--- config.mk ---
export PLATFORM = sky130hd
export DESIGN_NAME = clk_active_ctrl
export DESIGN_NICKNAME = d
export VERILOG_FILES = /design/src/rtl/clk_active_ctrl.sv
export SDC_FILE = /design/constraint.sdc
export NUM_CORES = 1
export LEC_CHECK = 0
export BUFFER_PORTS_ARGS = -buffer_cell sky130_fd_sc_hd__buf_2
export CORE_UTILIZATION = 57
export CTS_CLUSTER_DIAMETER = 100
export CTS_CLUSTER_SIZE = 28
export DETAILED_ROUTE_END_ITERATION = 12
export PLACE_DENSITY = 0.89
export REMOVE_ABC_BUFFERS = 1
export SETUP_SLACK_MARGIN = 0.02
export SLEW_MARGIN = 20
export SYNTH_ARGS = -nofsm -noshare
export SYNTH_HDL_FRONTEND = slang
export SYNTH_SLANG_ARGS = --single-unit
--- constraint.sdc ---
create_clock -name clk -period 2.5 [get_ports clk]
set_input_delay 0.25 -clock clk [delete_from_list [all_inputs] [get_ports clk]]
set_output_delay 0.25 -clock clk [all_outputs]
set_load 0.05 [all_outputs]
--- src/rtl/clk_active_ctrl.sv ---
// Activity controller for the downstream clock-gating wrapper: turns req/busy/force_on demand into a registered active level with idle hysteresis.
// Latency: active rises one edge after demand is seen in OFF; clk_ready follows WAKE_CYCLES edges later; active drops IDLE_CYCLES edges after demand ends.
// Backpressure: none; demand is a level that is sampled every edge, and COOL ignores it until the minimum off time has elapsed.
module clk_active_ctrl #(
  parameter int CW             = 8,
  parameter int WAKE_CYCLES    = 4,
  parameter int IDLE_CYCLES    = 16,
  parameter int MIN_OFF_CYCLES = 2
) (
  input  logic       clk,
  input  logic       rst_n,
  input  logic       req,
  input  logic       busy,
  input  logic       force_on,
  output logic       active,
  output logic       clk_ready,
  output logic [2:0] state
);

  typedef enum logic [2:0] {
    ST_OFF    = 3'd0,
    ST_WAKE   = 3'd1,
    ST_ON     = 3'd2,
    ST_LINGER = 3'd3,
    ST_COOL   = 3'd4
  } state_e;

  // Reload values are truncated to the counter width; legal parameters always fit.
  localparam logic [CW-1:0] WAKE_LD = CW'(WAKE_CYCLES - 1);
  localparam logic [CW-1:0] IDLE_LD = CW'(IDLE_CYCLES - 1);
  localparam logic [CW-1:0] COOL_LD = CW'(MIN_OFF_CYCLES - 1);

  state_e        state_q, state_d;
  logic [CW-1:0] cnt_q, cnt_d;
  logic          active_q, active_d;
  logic          ready_q, ready_d;
  logic          dmd;
  logic          cnt_zero;

  assign dmd      = req | busy | force_on;
  assign cnt_zero = (cnt_q == '0);

  // Next state, counter and Moore outputs; outputs are decoded from the next
  // state so that they are registered alongside it with no input-to-output path.
  always_comb begin
    state_d  = state_q;
    cnt_d    = cnt_q;
    active_d = 1'b0;
    ready_d  = 1'b0;

    case (state_q)
      ST_OFF: begin
        if (dmd) begin
          state_d = ST_WAKE;
          cnt_d   = WAKE_LD;
        end
      end

      // The wake sequence always runs to completion, even if demand drops,
      // so that clk_ready only ever reports a clock that is really running.
      ST_WAKE: begin
        if (cnt_zero) begin
          state_d = ST_ON;
        end else begin
          cnt_d = cnt_q - CW'(1);
        end
      end

      ST_ON: begin
        if (!dmd) begin
          state_d = ST_LINGER;
          cnt_d   = IDLE_LD;
        end
      end

      // Any demand returns to ON; the idle count restarts on the next entry.
      ST_LINGER: begin
        if (dmd) begin
          state_d = ST_ON;
        end else if (cnt_zero) begin
          state_d = ST_COOL;
          cnt_d   = COOL_LD;
        end else begin
          cnt_d = cnt_q - CW'(1);
        end
      end

      // Demand is deliberately ignored until the minimum off time expires.
      ST_COOL: begin
        if (!cnt_zero) begin
          cnt_d = cnt_q - CW'(1);
        end else if (dmd) begin
          state_d = ST_WAKE;
          cnt_d   = WAKE_LD;
        end else begin
          state_d = ST_OFF;
        end
      end

      // Unused encodings recover to OFF with both outputs low.
      default: begin
        state_d = ST_OFF;
        cnt_d   = '0;
      end
    endcase

    active_d = (state_d == ST_WAKE) || (state_d == ST_ON) || (state_d == ST_LINGER);
    ready_d  = (state_d == ST_ON) || (state_d == ST_LINGER);
  end

  // State, counter and output registers; reset forces OFF immediately.
  always_ff @(posedge clk or negedge rst_n) begin
    if (!rst_n) begin
      state_q  <= ST_OFF;
      cnt_q    <= '0;
      active_q <= 1'b0;
      ready_q  <= 1'b0;
    end else begin
      state_q  <= state_d;
      cnt_q    <= cnt_d;
      active_q <= active_d;
      ready_q  <= ready_d;
    end
  end

  assign active    = active_q;
  assign clk_ready = ready_q;
  assign state     = state_q;

endmodule

==> reports/qor.yml, run 1 <==
grt_pass1_vias: 795
vias_per_cell: 6.86
synth_simple_gate_area_share_pct: 25.0
r2r-start: "cnt_q[0]"
fin_nets: 126
cts_tree: "built"
critPathLaunch: "cnt_q[0]"
r2r_slack_ns: 0.49
p_per_area_mw_per_mm2: 555
die_h_um: 43.4
ir_drop_uv: 283
die_w_um: 43.4
grt-ovfl-total: 0
cts-buffers-inserted: 3
synthCells: 107
cp.required_ns: 2.67
tns_ns: 0
fin_crit_sh_pct: 80.4
fin_skew_ns: 0.000473
setup_viol: 0
antenna_found_initial: 0
grt_pass1_wl_mm: 3.77
hold_viol: 0
drc: 0
wl_per_cell_um: 17.3
crit_type: "flop to flop"
synthAdderAreaFrac_pct: 2.56
start_util_pct: 62.6
postLayoutCoreUtil_pct: 68.1
seqCellArea_um2: 325
clk_path_buf_depth: 2
io_pins: 10
p_leak_nw: 0.465
ys_warn_count: 0
vias: 919
dieArea_mm2: 0.00188
synthMuxAreaShare_pct: 1.03
arrival_ns: 2.18
most-common-layout-cells: "dfrtp_1, nand2_1, buf_2, nor2_1, a21oi_1"
ant_nets: 0
grt_max_degree: 17
r2r_end: "cnt_q[6]"
multi_input_area_um2: 613
rows: 14
core-area_mm2: 0.00156
dr.pass1.iters: 4
ys_seq_area_share_pct: 33.3
synth-compound-area-share_pct: 34.2
cp_max_fo: 6
slew_headroom_pct: 58.5
initialDrtViolationCount: 39
maxCapViolations: 0
port_buffers: 9
critPathCapture: "cnt_q[6]"
cts_setup_buffers: 0
cts-root-buf: "clkbuf_4"
ff2ff_path_depth: 7
hpwl_mm: 1.67
rsz0062_at_grt: "no"
crit_path_end_kind: "flop"
min_period_ns: 2.01
max_freq_mhz: 498
grt_usage_pct: 26.8
synthXorXnorAreaFrac_pct: 0
globalplace.congestion: 0.907
areaGrowthSynthToFinish_pct: 8.85
syn_area_um2: 976
insertion_delay_ns: 0.27
outcome: "finished, final reports clean"
synth_top_family_by_area: "compound AO/OA/AOI/OAI gates"
synth_seq_cells: 13
avgSynthCellArea_um2: 9.12
htreeDepth: 1
cts.clk_slew.worst_paths_ns: 0.08
drive_gt1_share_pct: 22.0
n_antenna_cell: 0
maxSlewViolCount: 0
fillers: 128
hold_path.class: "input port to async pin"
cts_resized: 0
crit_path_start_kind: "flop"
worstMarginPinSlew_ns: 0.620
mostFrequentLayoutCell: "dfrtp_1"
ys_types: 45
wirelength_mm: 2.31
cts_sinks: 13
==> state kept, by name (all words and copies together), names as in the netlist <==
| name | count |
|---|---|
| active | 1 |
| clk_ready | 1 |
| state | 3 |
| cnt_q | 8 |
==> report_power, final <==
group	leakage (nW)	total, mW	switching (mW)	internal [mW]
clock	0.0150	0.131	0.0688	0.0618
sequential	0.154	0.285	0.0496	0.236
combinational	0.296	0.173	0.100	0.0734
total	0.465	0.589	0.218	0.371
==> metrics by stage <==
stage | hold WS, ns | worst slack [ns] | instances | total power [mW] | area (um^2)
3_3_place_gp | 0.152 | 0.593 | 129 | 0.448 | 1030
4_1_cts | 0.389 | 0.512 | 134 | 0.589 | 1060
2_1_floorplan | -0.0456 | 0.599 | 103 | 0.406 | 953
3_5_place_dp | 0.157 | 0.526 | 129 | 0.458 | 1030
6_report | 0.384 | 0.490 | 134 | 0.589 | 1060
5_1_grt | 0.413 | 0.306 | 134 | 0.624 | 1060
==> Yosys cell counts (all sizes together) <==
library cell / count / area share (%)
nand2b: 2 / 1.3
nor3: 2 / 1.5
ha: 2 / 2.6
or3b: 2 / 1.8
and2: 1 / 0.64
o211ai: 2 / 2.1
nand3: 2 / 1.0
nor4: 5 / 4.7
nor2: 7 / 2.7
dfrtp: 13 / 33
buf: 1 / 1.2
and4: 1 / 0.90
o21bai: 5 / 3.8
a22o: 3 / 2.7
o21ai: 7 / 3.6
inv: 4 / 1.5
o22ai: 2 / 1.3
o31ai: 1 / 0.77
a21oi: 7 / 4.0
nand4: 1 / 0.64
nand2: 11 / 4.5
a41oi: 2 / 1.8
o2bb2ai: 1 / 0.90
a31oi: 3 / 1.9
o211a: 1 / 1.0
o221ai: 1 / 2.7
or2: 1 / 0.64
nor3b: 3 / 2.8
a32o: 1 / 1.0
a41o: 1 / 1.2
clkbuf: 3 / 1.2
nor2b: 1 / 0.64
mux2i: 1 / 1.0
or4: 1 / 1.2
a21o: 5 / 4.6
a31o: 1 / 0.90
==> layer usage <==
metal / track usage, % / vias up / part of all wire (%)
met5: 0 / - / 0
met3: 2.92 / 2 / 6.5
li1: - / 436 / -
met4: 8.75 / 0 / 0.86
met1: 40.2 / 441 / 44
met2: 40.6 / 40 / 49
==> how the worst min path moves through the flow <==
stage                      from         to  slack (ns)  cells past startpoint
after floorplan           rst_n     active       -0.05                      0
after global placement    rst_n  clk_ready        0.15                      1
after detailed placement  rst_n   state[1]        0.16                      1
after CTS                 rst_n   cnt_q[2]        0.39                      2
after global routing      rst_n  clk_ready        0.41                      2
final                     rst_n   state[1]        0.38                      2
==> worst max-delay path: stages, from the launching register on <==
cell and delay (ns):
dfrtp_1 0.43, inv_1 0.14, ha_1 0.17, nor3b_2 0.33, and2_1 0.37, o221ai_4 0.19
a41oi_1 0.24, nor2_1 0.06
==> timing repair <==
item	CTS	global route
endpoints found under the hold margin	13	0
hold buffers	1	0
setup endpoints to repair	0	0
==> kinds of logic (layout without fill, tap and decap cells) <==
group / count (synthesis) / count (layout)
AND/OR/NAND/NOR: 40 / 40
AO/OA/AOI/OAI: 43 / 43
adder cells (fa/ha/maj): 2 / 2
flip-flops: 13 / 13
buffers and inverters: 8 / 19
multiplexers: 1 / 1
==> layout make-up <==
cell class / instances / share of cell area [%]
clock buffer: 4 / 2.47
inverter: 4 / 1.41
multi-input combinational: 86 / 57.7
sequential: 13 / 30.6
tap: 16 / 1.88
timing repair buffer: 11 / 5.89
No activity file was read; power rests on OpenSTA's default activity.
==> run 2, diff against run 1 <==
Settings changed: ABC_AREA set to 1, CORE_UTILIZATION 57 to 56.
Clock period 2.5 ns to 2 ns, I/O delays scaled along.
==> reports/qor.yml, run 2 <==
synth_edf_count: 0
fin_nets: 162
stdcell_area_mm2: 0.00103
clockPowerShare_pct: 9.2
synthMuxAreaShare_pct: 0
slew_headroom_pct: 74.5
tns_ns: 0
synth_simple_gate_area_share_pct: 41.0
vias_per_cell: 5.45
crit_path_start_kind: "flop"
htreeDepth: 1
slowest_delay_ns: 0.41
ys_seq_area_share_pct: 34.8
wirelength_mm: 2.09
die_h_um: 42.9
synth.most_common_cell: "nand2_1"
areaGrowthSynthToFinish_pct: 9.91
cp.required_ns: 2.18
seqCellArea_um2: 325
maxCapViolations: 0
cts_tree: "built"
path_cells: "inv_1 > ha_1 > nand2_1 > o21ai_0 > nand2_2 > nand2_1 > nand3_1 > nand2_1 > nand2_1"
dieArea_mm2: 0.00184
worstMarginPinSlew_ns: 0.382
syn_area_um2: 935
cts-buffers-inserted: 3
ys_warn_count: 0
cts_sinks: 13
grt_max_degree: 14
ff2ff_path_depth: 9
drive_gt1_share_pct: 13.6
r2r-start: "cnt_q[0]"
globalplace.congestion: 0.911
insertion_delay_ns: 0.29
initialDrtViolationCount: 36
crit_path_end_kind: "flop"
post_dp_cell_area_um2: 991
hold_path.class: "input port to async pin"
largest_register_ffs: 8
p_switching_mw: 1.02
max_freq_mhz: 600
yosysTopAreaCell: "dfrtp_1"
wl_per_cell_um: 12.3
cts.clk_slew.worst_paths_ns: 0.08
synthTopCellsByCount: "nand2_1, inv_1, nand3_1"
fillers: 129
cp_max_fo: 10
r2r_slack_ns: 0.33
synthCells: 141
hold_viol: 0
io_pins: 10
grt_pass1_wl_mm: 3.56
p_per_area_mw_per_mm2: 1770
avgSynthCellArea_um2: 6.63
maxSlewViolCount: 0
grt_pass1_vias: 831
synthAdderAreaFrac_pct: 2.68
fin_skew_ns: 0.00237
path_common_cell: "nand2_1"
rsz0062_at_grt: "no"
drc: 0
grt_usage_pct: 26.4
min_period_ns: 1.67
p_leak_nw: 0.586
grt-ovfl-total: 0
dr.pass1.iters: 5
path_buf_inv: 1
synthXorXnorAreaFrac_pct: 1.87
cp_num_cells: 9
regMostFlops: "cnt_q"
r2r_end: "cnt_q[1]"
power_frac_seq_pct: 26.4
multi_input_area_um2: 508
most-common-layout-cells: "nand2_1, inv_1, nand3_1, dfrtp_1, buf_2"
die_w_um: 42.9
synth_seq_cells: 13
synthTopCellsByArea: "dfrtp_1, nand2_1, nand3_1"
p_int_uw: 805
clk_path_buf_depth: 2
port_buffers: 9
antenna_found_initial: 0
ir_drop_uv: 1040
ant_nets: 0
synth_top_flop_cell: "dfrtp_1"
ys_types: 24
hpwl_mm: 1.53
synth_top_area_share_pct: 34.8
rows: 14
vias: 927
cts-root-buf: "clkbuf_4"
mostFrequentLayoutCell: "nand2_1"
cp_slowest_cell: "dfrtp_1"
setup_viol: 0
core-area_mm2: 0.00152
synthArstFlopShare_pct: 100
combPwrFrac_pct: 64.4
fin_crit_sh_pct: 83.3
switching_share_pct: 55.8
crit_type: "flop to flop"
path_delay_family: "simple AND/OR/NAND/NOR gates"
n_antenna_cell: 0
synth_top_family_by_area: "simple AND/OR/NAND/NOR gates"
cts_resized: 0
outcome: "finished, final reports clean"
synth-compound-area-share_pct: 8.84
arrival_ns: 1.85
start_util_pct: 61.3
## run 2: cell count changes after synthesis, sizes merged, moves of 3 or more
cell	previous run	this run
a21o	5	0
nor3b	3	0
inv	4	22
nor4	5	0
o21bai	5	0
nand2	11	53
clkbuf	3	0
nor2	7	10
a21oi	7	4
a31oi	3	0
a22o	3	0
nand3	2	20
## run 2: cell families (layout without fill, tap and decap cells)
family | count (synthesis) | after routing
simple gates | 87 | 87
buf+inv | 24 | 37
compound gates | 13 | 13
flops | 13 | 13
fa+ha+maj | 2 | 2
xor+xnor | 2 | 2
## run 2: repair_timing
item,4_1_cts,5_1_grt
setup buffers,0,0
hold buffers,1,0
hold endpoints to repair,13,0
## run 2: area by class of cell
| class | instances | share of cell area, % |
|---|---|---|
| timing repair buffer | 11 | 6.09 |
| tap | 16 | 1.95 |
| clock buffer | 4 | 2.56 |
| multi-input combinational | 104 | 49.5 |
| inverter | 22 | 8.28 |
| sequential | 13 | 31.7 |
## run 2: per-layer routing
metal	wire length, um	GRT usage (%)	up-vias
met5	0	0	-
met3	86	6.38	5
met1	931	32.3	428
met4	42	13.1	0
li1	-	-	469
met2	1030	42.7	25
## run 2: per-stage QoR
stage               total power, mW  std cells  hold slack (ns)  setup WS [ns]  util (%)
floorplan                      1.40        139          -0.0956          0.355         -
global placement               1.61        165            0.101          0.470      65.0
detailed placement             1.65        165            0.107          0.415      65.0
CTS                            1.82        170            0.337          0.390      67.4
global route                   2.01        170            0.356          0.251      67.4
finish                         1.82        170            0.326          0.334      67.4
## run 2: worst max-delay path by stage
stage	slack [ns]	start	to
after floorplan	0.35	state[2]	cnt_q[4]
after global placement	0.47	cnt_q[0]	cnt_q[2]
after detailed placement	0.41	cnt_q[0]	cnt_q[4]
after CTS	0.39	cnt_q[0]	cnt_q[2]
after global routing	0.25	cnt_q[0]	cnt_q[1]
final	0.33	cnt_q[0]	cnt_q[1]
## run 2: power groups by stage
stage	combinational (mW)	sequential [mW]	clock (mW)
3_3_place_gp	1.13	0.477	0
2_1_floorplan	0.807	0.595	0
5_1_grt	1.32	0.498	0.186
4_1_cts	1.17	0.480	0.169
3_5_place_dp	1.16	0.484	0
6_report	1.17	0.482	0.168
==> run 3, diff against run 2 <==
Settings changed: CORE_UTILIZATION 56 to 51, PLACE_DENSITY 0.89 to 0.86.
Clock period 2 ns to 1.4 ns, I/O delays scaled along.
==> reports/qor.yml, run 3 (synthesized netlist as in run 2, its figures left out) <==
cp.required_ns: 1.58
hold_path.class: "input port to async pin"
most-common-layout-cells: "nand2_1, buf_4, inv_1, nand3_1, dfrtp_1"
io_pins: 10
dieArea_mm2: 0.00201
clk_path_buf_depth: 2
n_antenna_cell: 0
cts-buffers-inserted: 3
crit_path_end_kind: "flop"
arrival_ns: 1.79
drive_gt1_share_pct: 40.0
p_total_mw: 4.05
die_h_um: 44.8
grt_pass1_wl_mm: 4.53
htreeDepth: 1
dr.pass1.iters: 5
cts-root-buf: "clkbuf_4"
regMostFlops: "cnt_q"
maxCapViolations: 0
max_freq_mhz: 620
antenna_found_initial: 0
hold_viol: 0
cts_tree: "built"
p_per_area_mw_per_mm2: 2870
rsz0062_at_grt: "yes"
largest_register_ffs: 8
fin_nets: 193
worstMarginPinSlew_ns: 0.329
vias_per_cell: 5.92
multi_input_area_um2: 638
cts_sinks: 13
cts.clk_slew.worst_paths_ns: 0.08
setup_viol: 12
initialDrtViolationCount: 149
post_dp_cell_area_mm2: 0.00111
wirelength_mm: 3.65
maxSlewViolCount: 0
mostFrequentLayoutCell: "nand2_1"
violations: "setup timing"
grt_pass1_vias: 987
die_w_um: 44.8
stdcell_area_mm2: 0.00141
ir_drop_uv: 1840
grt-ovfl-total: 0
fin_skew_ns: 0.00285
globalplace.congestion: 0.869
worst_slack_ns: -0.213
drc: 0
wl_per_cell_um: 17.4
start_util_pct: 54.1
crit_type: "flop to flop"
grt_max_degree: 14
crit_path_start_kind: "flop"
ant_nets: 0
vias: 1243
grt_usage_pct: 31.6
core-area_mm2: 0.00173
rows: 15
cp_max_fo: 5
fin_crit_sh_pct: 115
outcome: "finished, violations left"
fillers: 103
hpwl_mm: 1.65
seqCellArea_um2: 325
port_buffers: 9
insertion_delay_ns: 0.28
p_leak_nw: 0.756
dp_worst_setup_slack_ns: -0.158
min_period_ns: 1.61
postLayoutCoreUtil_pct: 81.7
slew_headroom_pct: 78.1
areaGrowthSynthToFinish_pct: 51.0
==> run 3: cell count changes in the layout (fill, tap and decap cells not counted), sizes merged <==
cell	before	now
nand2	53	54
buf	10	40
==> run 3: repair_timing <==
item	in CTS	in global routing
setup endpoints to repair	12	13
cloned	1	0
buffers inserted	11	5
resized for setup	17	23
pin swaps	7	15
hold buffers	1	0
hold endpoints to repair	13	0
==> run 3: final cells by class <==
| type | instances | area share (%) |
|---|---|---|
| multi-input combinational | 105 | 45.2 |
| sequential | 13 | 23.0 |
| timing repair buffer | 41 | 21.5 |
| inverter | 22 | 6.21 |
| tap | 25 | 2.22 |
| clock buffer | 4 | 1.86 |
==> run 3: layer usage <==
layer  vias to the layer above  GRT usage [%]  wire [um]
met5                         -              0          0
met4                         0           14.5        238
met3                        39           5.60        457
met2                       139           49.7       1680
met1                       533           42.6       1270
li1                        532              -          -
==> run 3: worst paths after layout <==
| kind | start | slack [ns] | end | cells after the start |
|---|---|---|---|---|
| worst max-delay path | cnt_q[5] | -0.21 | cnt_q[5] | 8 |
| worst min-delay path | rst_n | 0.28 | state[2] | 2 |
| worst max register to register | cnt_q[5] | -0.21 | cnt_q[5] | 8 |
| worst min register to register | cnt_q[1] | 0.52 | cnt_q[1] | 2 |
| max in group asynchronous | rst_n | 0.88 | cnt_q[5] | 2 |
| min in group clk | force_on | 0.32 | state[2] | 5 |
==> run 3: through the flow <==
step,cells,hold slack (ns),TNS [ns]
after floorplan,139,-0.156,-2.01
after global placement,188,0.0455,-0.318
after detailed placement,188,0.0478,-1.33
after CTS,205,0.279,-0.239
after global routing,210,0.309,-2.51
final,210,0.278,-1.56
==> run 3: power breakdown <==
part           switching, mW  leakage (nW)  internal (mW)  total [mW]
clock                  0.129        0.0150          0.111       0.240
combinational           1.92         0.576           1.22        3.14
sequential             0.128         0.165          0.535       0.663
total                   2.18         0.756           1.87        4.05
==> run 3: worst max-delay path, cell delays in order (launching register included) <==
cell,delay [ns]
dfrtp_1,0.42
nor2_1,0.19
nand2_2,0.16
o21ai_4,0.28
nand2_4,0.11
nand2_1,0.10
nand3_1,0.11
nand2_1,0.10
inv_1,0.04
